File: config.mk
export PLATFORM = sky130hd
export DESIGN_NAME = alu_seq
export DESIGN_NICKNAME = d
export VERILOG_FILES = /design/src/rtl/alu_pkg.sv /design/src/rtl/rysy_pkg.sv /design/src/rtl/alu_seq_shift_step.sv /design/src/rtl/alu_seq.sv
export SDC_FILE = /design/constraint.sdc
export NUM_CORES = 1
export LEC_CHECK = 0
export BUFFER_PORTS_ARGS = -buffer_cell sky130_fd_sc_hd__buf_2
export CAP_MARGIN = 40
export CORE_ASPECT_RATIO = 1.5
export CORE_MARGIN = 4
export CORE_UTILIZATION = 50
export CTS_BUF_LIST = sky130_fd_sc_hd__clkbuf_4 sky130_fd_sc_hd__clkbuf_8 sky130_fd_sc_hd__clkbuf_16
export DETAILED_ROUTE_END_ITERATION = 8
export GPL_ROUTABILITY_DRIVEN = 0
export PLACE_DENSITY = 0.8
export SYNTH_ARGS = -nofsm -noshare
export SYNTH_HDL_FRONTEND = slang
export SYNTH_SLANG_ARGS = --single-unit
File: constraint.sdc
create_clock -name clk -period 3.9 [get_ports clk]
set_input_delay 0.78 -clock clk [delete_from_list [all_inputs] [get_ports clk]]
set_output_delay 0.78 -clock clk [all_outputs]
set_load 0.05 [all_outputs]
File: src/rtl/alu_pkg.sv
// Types and constants for the execute-stage ALU.
// No logic; types and one helper function.
// No flow control.
package aluPkg;
  typedef enum logic [3:0] {
    ALU_ADD,
    ALU_SUB,
    ALU_SLL,
    ALU_SLT,
    ALU_SLTU,
    ALU_XOR,
    ALU_SRL,
    ALU_SRA,
    ALU_OR,
    ALU_AND
  } alu_op;

  localparam int SHAMT_W = 5;

  typedef enum logic [1:0] {
    ST_IDLE,
    ST_SHIFT,
    ST_DONE
  } alu_state;

  // True for the ops that go through the iterative shifter.
  function automatic logic is_shift(input alu_op op);
    return (op == ALU_SLL) || (op == ALU_SRL) || (op == ALU_SRA);
  endfunction
endpackage

File: src/rtl/rysy_pkg.sv
// Core-wide constants shared by the rysyCore pipeline stages.
// No logic; constants only.
// No flow control.
package rysyPkg;
  localparam int REG_LEN = 32;
endpackage

File: src/rtl/alu_seq_shift_step.sv
// One combinational step of the iterative shifter: shifts acc by 0..4 bits.
// Latency 0 (pure combinational).
// No flow control; the caller decides when the step is applied.
module alu_shift_step
  import rysyPkg::*;
  import aluPkg::*;
(
  input  logic [REG_LEN-1:0] acc,
  input  logic [2:0]         step,
  input  aluPkg::alu_op      op,
  output logic [REG_LEN-1:0] acc_shifted
);

  // SRA replicates the sign bit; SLL/SRL fill with zeros.
  always_comb begin
    acc_shifted = acc;
    case (op)
      ALU_SLL: acc_shifted = acc << step;
      ALU_SRL: acc_shifted = acc >> step;
      ALU_SRA: acc_shifted = $unsigned($signed(acc) >>> step);
      default: acc_shifted = acc;
    endcase
  end

endmodule

File: src/rtl/alu_seq.sv
// Execute-stage ALU: 1-cycle add/sub/logic/compare, iterative shifts of SHIFT_STEP bits/cycle.
// Latency 1 for non-shift ops (and shamt=0), ceil(shamt/SHIFT_STEP)+1 for shifts.
// busy is high while shifting; start is ignored unless idle (busy=0, not in DONE).
module alu_seq
  import rysyPkg::*;
  import aluPkg::*;
#(
  parameter int SHIFT_STEP = 1
) (
  input  logic               clk,
  input  logic               rst,
  input  logic [REG_LEN-1:0] alu_in1,
  input  logic [REG_LEN-1:0] alu_in2,
  input  aluPkg::alu_op      alu_op,
  input  logic               start,
  output logic [REG_LEN-1:0] result,
  output logic               valid,
  output logic               busy
);

  // Only step sizes that a 3-bit step field and a small mux can serve are legal.
  generate
    if (!(SHIFT_STEP == 1 || SHIFT_STEP == 2 || SHIFT_STEP == 4)) begin : g_bad_step
      $error("alu_seq: SHIFT_STEP must be 1, 2 or 4");
    end
  endgenerate

  localparam logic [SHAMT_W-1:0] STEP_MAX = SHAMT_W'(SHIFT_STEP);

  aluPkg::alu_state   state, state_nxt;
  aluPkg::alu_op      op_q;
  logic [REG_LEN-1:0] acc;
  logic [REG_LEN-1:0] acc_shifted;
  logic [SHAMT_W-1:0] remaining;
  logic [SHAMT_W-1:0] shamt_in;
  logic [2:0]         step;
  logic [REG_LEN-1:0] fast_res;
  logic               load_fast;
  logic               load_shift;
  logic               shift_last;

  assign shamt_in = alu_in2[SHAMT_W-1:0];
  assign valid    = (state == ST_DONE);
  assign busy     = (state == ST_SHIFT);

  // Bits to shift this cycle: whatever is left, capped at SHIFT_STEP.
  always_comb begin
    step = STEP_MAX[2:0];
    if (remaining < STEP_MAX) step = remaining[2:0];
  end

  alu_shift_step u_shift_step (
    .acc         (acc),
    .step        (step),
    .op          (op_q),
    .acc_shifted (acc_shifted)
  );

  // Single-cycle datapath; shift ops only reach here with shamt=0, so they pass alu_in1.
  always_comb begin
    fast_res = '0;
    case (alu_op)
      ALU_ADD:  fast_res = alu_in1 + alu_in2;
      ALU_SUB:  fast_res = alu_in1 - alu_in2;
      ALU_SLT:  fast_res = {{(REG_LEN-1){1'b0}}, ($signed(alu_in1) < $signed(alu_in2))};
      ALU_SLTU: fast_res = {{(REG_LEN-1){1'b0}}, (alu_in1 < alu_in2)};
      ALU_XOR:  fast_res = alu_in1 ^ alu_in2;
      ALU_OR:   fast_res = alu_in1 | alu_in2;
      ALU_AND:  fast_res = alu_in1 & alu_in2;
      ALU_SLL,
      ALU_SRL,
      ALU_SRA:  fast_res = alu_in1;
      default:  fast_res = '0;
    endcase
  end

  // State register.
  always_ff @(posedge clk) begin
    if (rst) state <= ST_IDLE;
    else     state <= state_nxt;
  end

  // Next-state logic and datapath load strobes; start is only honoured in IDLE.
  always_comb begin
    state_nxt  = state;
    load_fast  = 1'b0;
    load_shift = 1'b0;
    shift_last = 1'b0;
    case (state)
      ST_IDLE: begin
        if (start) begin
          if (is_shift(alu_op) && (shamt_in != '0)) begin
            load_shift = 1'b1;
            state_nxt  = ST_SHIFT;
          end else begin
            load_fast = 1'b1;
            state_nxt = ST_DONE;
          end
        end
      end
      ST_SHIFT: begin
        if (remaining == SHAMT_W'(step)) begin
          shift_last = 1'b1;
          state_nxt  = ST_DONE;
        end
      end
      ST_DONE:  state_nxt = ST_IDLE;
      default:  state_nxt = ST_IDLE;
    endcase
  end

  // Operand latch, shift accumulator/counter and the result register.
  always_ff @(posedge clk) begin
    if (rst) begin
      result    <= '0;
      acc       <= '0;
      remaining <= '0;
      op_q      <= ALU_ADD;
    end else begin
      if (load_fast) result <= fast_res;
      if (load_shift) begin
        acc       <= alu_in1;
        remaining <= shamt_in;
        op_q      <= alu_op;
      end else if (state == ST_SHIFT) begin
        acc       <= acc_shifted;
        remaining <= remaining - SHAMT_W'(step);
      end
      if (shift_last) result <= acc_shifted;
    end
  end

endmodule

==> impl_metrics.toml, run 1 <==
[layout]
drive_above_1_share = 0.144
fin_area_sq_um = 9770
syn2layout_area_growth_pct = 12.4
final_nets = 1470

[sta]
fin_ws_ns = 0.237
relSlewSlack = 0.354
tightest_slew_ns = 0.969
fmax_ghz = 0.273
hold_viol_final = 0
finClkSkew_ns = 0.0120
finalSetupViolations = 0
fin_crit_ns = 3.66
setup_tns_ns = 0
timing.final.crit_share = 0.939
rsz0062_at_grt = "no"
drv_slew = 0

[routing]
first_pass_iters = 6
vias = 10244
drc_errors = 0
wl_per_cell_um = 22.0
drt-total-wl_um = 33200
via_per_inst = 6.79
drtIter0Drc = 1272
drtAntennaViolNets = 0

[floorplanning]
die_x_um = 116
die_height_um = 170
pin_count = 105
die_area_sq_um = 19600
rows = 58
core_sq_um = 16900
start_util = 0.514

[clocking]
clk_pin_slew_ns = 0.07
post_cts_resized = 0
cts_max_path_buffers = 2
htreeDepth = 3
holdBufCountCts = 0
cts_sinks = 75
cts_tree = "yes"
cts-root-buf = "clkbuf_16"
clk_latency_ns = 0.37
cts_buffers = 9
post_cts_buffers = 0

[yosys]
synth_area_per_cell_sq_um = 7.13
synth_top_cell_by_area = "dfxtp_1"
yosysUniqueCellTypes = 90
synthArstFlopShare = 0
synth_nets = 1397
yosysSeqAreaShare = 0.173
synth-seq-cells = 75
syn-cell-area_sq_um = 8700
synth_flop_cell = "dfxtp_1"
ys_warn_count = 0
ys_top_cells_by_area = "dfxtp_1, ha_1, a21oi_1"
netlist_instances = 1219
synth_edf_count = 0
synth_top_area_frac = 0.173

[place]
dp_hpwl_um = 23600
placed_area_sq_um = 9430
io_buffers = 104
post-place-ws_ns = 0.00392

[hold_path]
hp-class = "reg -> reg"
hold_depth = 1

[outcome]
status = "completed"

[worst_setup_path]
end_kind = "flop"
r2r_slack_ns = 1.03
crit_fanout = 7
ff2ff_path_depth = 9
required_ns = 4.15
worst-setup-path-type = "in -> reg"
crit_path_start_kind = "primary input"
cp_data_arrival_time_ns = 3.92

[global_routing]
antenna_found_initial = 1
gr-total-overflow = 0
first_global_vias = 9992
grt.total_usage = 0.331
grt_pass1_wl_um = 51300
grt_max_degree = 77

[pwr]
peakVddDrop_mv = 0.200
power_density_nw_per_um2 = 297
leakagePower_nw = 4.24
p_total_mw = 2.90

[run]
cap_violations = 0
==> cell families (layout without fill, tap and decap cells) <==
kind of cell	after synthesis	after routing	synth area share
AO/OA/AOI/OAI	491	491	0.383
AND/OR/NAND/NOR	327	327	0.169
buffers and inverters	190	268	0.0886
adder cells (fa/ha/maj)	107	107	0.156
flip-flops	75	75	0.173
XOR/XNOR	21	21	0.0211
multiplexers	8	8	0.00935
other	0	1	0
==> placed cells by master, fill, tap and decap left out, types with 4 or more instances in the layout <==
cell type,n
a221oi_1,17
buf_2,104
a221o_1,5
o22a_1,4
a211oi_1,12
o31a_1,5
o21ai_1,4
nand2b_1,9
a21oi_1,145
a21o_1,12
buf_4,39
dfxtp_1,75
nor2_1,136
o21ai_0,65
inv_1,107
nand3_1,14
a22oi_1,69
o31ai_1,15
or3_1,6
o21bai_1,10
nor3_1,20
clkbuf_16,9
xnor2_1,19
o2111ai_1,5
o41ai_1,4
mux2i_1,7
a31oi_1,9
o211ai_1,19
nand2_1,92
ha_1,105
o22ai_1,36
a222oi_1,14
nor4_1,9
nand4_1,4
nor2b_1,7
==> critical path: stages <==
cell and delay (ns):
buf_2 0.18, inv_1 0.06, ha_1 0.34, a211oi_1 0.28, o31ai_1 0.17, o31ai_1 0.43, a21oi_1 0.20, o31ai_1 0.44
nor4bb_1 0.40, or3_1 0.17, o31a_1 0.14, o211ai_2 0.08, o221a_1 0.24
==> where the power goes <==
group          switching (mW)  internal, mW
logic                   0.702         0.360
clock network           0.397         0.624
registers              0.0256         0.793
total                    1.12          1.78
==> final timing paths <==
path,to,startpoint
max,result[31],alu_in1[1]
min,op_q[3],op_q[3]
max reg2reg,result[27],op_q[1]
min reg2reg,op_q[3],op_q[3]
==> area by class of cell <==
cell class | instances | area, sq um
Antenna cell | 1 | 2.50
Clock buffer | 9 | 225
Clock inverter | 7 | 116
Fill cell | 1583 | 7140
Inverter | 109 | 409
Multi-Input combinational cell | 954 | 6440
Sequential cell | 75 | 1500
Tap cell | 210 | 263
Timing Repair Buffer | 143 | 813
==> metal layers <==
layer | part of all wire | vias up | GRT usage | wire length [um]
li1 | - | 4601 | - | -
met1 | 0.35 | 4679 | 0.382 | 11600
met2 | 0.46 | 755 | 0.524 | 15200
met3 | 0.11 | 209 | 0.0692 | 3700
met4 | 0.081 | 0 | 0.262 | 2690
met5 | 0 | - | 0 | 0
==> Yosys cell counts, drive strengths merged (15+ instances only) <==
master  number
o31ai       15
nor3        22
a221oi      17
inv        108
nor2       139
a22oi       69
o21ai       70
ha         105
clkbuf      69
o22ai       36
a21oi      146
xnor2       19
dfxtp       75
nand2       92
o211ai      23
==> registers in the layout, summed over array words and instances, names as in the netlist <==
name,cells
state,2
acc,32
result,32
op_q,4
remaining,5
==> stage by stage <==
step | utilization | cells | hold WS (ns)
after CTS | 0.578 | 1507 | 0.499
after global routing | 0.578 | 1508 | 0.513
after detailed placement | 0.558 | 1491 | 0.490
after global placement | 0.558 | 1491 | 0.469
after floorplan | - | 1219 | 0.455
final | 0.578 | 1508 | 0.502
Power figures use the tool's default switching activity.
==> run 2: changes to the inputs <==
CELL_PAD_IN_SITES_DETAIL_PLACEMENT = 1   (was not set)
CELL_PAD_IN_SITES_GLOBAL_PLACEMENT = 1   (was not set)
CORE_UTILIZATION = 44   (was 50)
PLACE_DENSITY = 0.93   (was 0.8)
clock period = 4 ns   (was 3.9 ns; I/O delays follow)
==> run 2 against run 1 <==
Die area up 13%. Clock skew up 0.0012 ns. Worst setup slack better by 0.099 ns. Hold slack better by 0.018 ns. Design area up 0.70%. Critical endpoint unchanged. Register-to-register slack worse by 0.14 ns. Combinational power about the same. Non-clock buffer count unchanged. Critical path type unchanged. Critical path depth unchanged.
==> impl_metrics.toml, run 2 (synthesized netlist as in run 1, its figures left out) <==
[clocking]
cts-root-buf = "clkbuf_16"
htreeDepth = 3
clk_pin_slew_ns = 0.07
clk_latency_ns = 0.38
cts_buffers = 9
post_cts_buffers = 0
cts_sinks = 75
cts_max_path_buffers = 2
post_cts_resized = 0
holdBufCountCts = 0
cts_tree = "yes"

[worst_setup_path]
r2r-start = "op_q[1]"
crit_start = "alu_in1[1]"
end_kind = "flop"
required_ns = 4.27
crit_fanout = 7
crit_top_cell = "o31ai_1"
crit_path_start_kind = "primary input"
path_cells = "buf_2 -> inv_1 -> ha_1 -> a211oi_1 -> o31ai_1 -> o31ai_1 -> a21oi_1 -> o31ai_1 -> nor4bb_1 -> or3_1 -> o31a_1 -> o211ai_2 -> o221a_1"
cpPeakStageDelay_ns = 0.48
critPathSlowestCell = "o31ai_1"
cp_data_arrival_time_ns = 3.94
worst-setup-path-type = "in -> reg"
r2r_slack_ns = 0.89

[floorplanning]
rows = 62
core_sq_um = 19300
die_height_um = 180
pin_count = 105
die_area_sq_um = 22100
start_util = 0.450
die_x_um = 123

[layout]
final_nets = 1470
multiInputGateArea_sq_um = 6440
drive_above_1_share = 0.144
reg.largest.list = "acc (32), result (32), remaining (5)"
regArea_sq_um = 1500
fill_cells = 2486
final_common_cell = "a21oi_1"
diodes = 0
layout_common_cells = "a21oi_1, nor2_1, inv_1"
syn2layout_area_growth_pct = 13.2

[sta]
tightest_slew_ns = 0.878
fin_crit_ns = 3.66
setup_tns_ns = 0
finalSetupViolations = 0
fmax_ghz = 0.273
hold_viol_final = 0
finClkSkew_ns = 0.0132
timing.final.crit_share = 0.916
rsz0062_at_grt = "no"
drv_slew = 0
relSlewSlack = 0.414
fin_ws_ns = 0.336

[routing]
drtAntennaViolNets = 0
wl_met1_um = 13900
drt-total-wl_um = 39400
wl_met3_um = 3660
first_pass_iters = 6
top_layer_used = "met5"
vias = 10732
drc_errors = 0
via_per_inst = 6.91
wl_per_cell_um = 25.4
routed-wl-met2_um = 18500
drtIter0Drc = 1112

[global_routing]
grt.total_usage = 0.349
grt_pass1_wl_um = 61100
first_global_vias = 11439
antenna_found_initial = 1
gr-total-overflow = 0
grt_max_degree = 45

[outcome]
status = "completed"

[hold_path]
hp-start = "result[3]"
hp-class = "reg -> reg"

[run]
cap_violations = 0

[place]
post-place-ws_ns = 0.0845
dp_hpwl_um = 28100
io_buffers = 104

[pwr]
leakagePower_nw = 4.24
power_density_nw_per_um2 = 295
peakVddDrop_mv = 0.214
==> run 2: power by group <==
group          total [mW]  internal [mW]  switching [mW]
clock network        1.00          0.613           0.390
logic                1.09          0.358           0.737
registers           0.801          0.773          0.0272
==> run 2: per-stage QoR <==
| step | power, mW | cells | instance area, sq um | hold slack (ns) | util |
|---|---|---|---|---|---|
| after CTS | 2.85 | 1551 | 9830 | 0.507 | 0.509 |
| after floorplan | 1.51 | 1219 | 8700 | 0.455 | - |
| after global placement | 1.81 | 1536 | 9490 | 0.475 | 0.491 |
| final | 2.90 | 1552 | 9840 | 0.520 | 0.510 |
| after global routing | 2.99 | 1552 | 9840 | 0.533 | 0.510 |
| after detailed placement | 1.85 | 1536 | 9490 | 0.498 | 0.491 |
==> run 2: cell type report <==
type	count	share of cell area
multi-input cells	954	0.655
flip-flops and latches	75	0.153
repair buffers	143	0.0847
inverters	109	0.0416
well taps	256	0.0325
clock buffers	10	0.0236
clock inverters	5	0.0104
==> run 2: critical path: cells and delay by family <==
kind                     cells  cell delay (ns)
AO/OA/AOI/OAI                8             1.99
AND/OR/NAND/NOR              2             0.52
buffers and inverters        2             0.26
adder cells (fa/ha/maj)      1             0.35
==> run 2: final timing paths <==
path	endpoint	depth (start not counted)
max reg2reg	result[27]	9
min	result[3]	2
max	result[31]	13
min reg2reg	result[3]	2
==> run 2: routing by layer <==
metal  vias to the layer above  track usage
met4                         2        0.270
met1                      5190        0.394
li1                       4597            -
met2                       670        0.561
met5                         -            0
met3                       273       0.0744
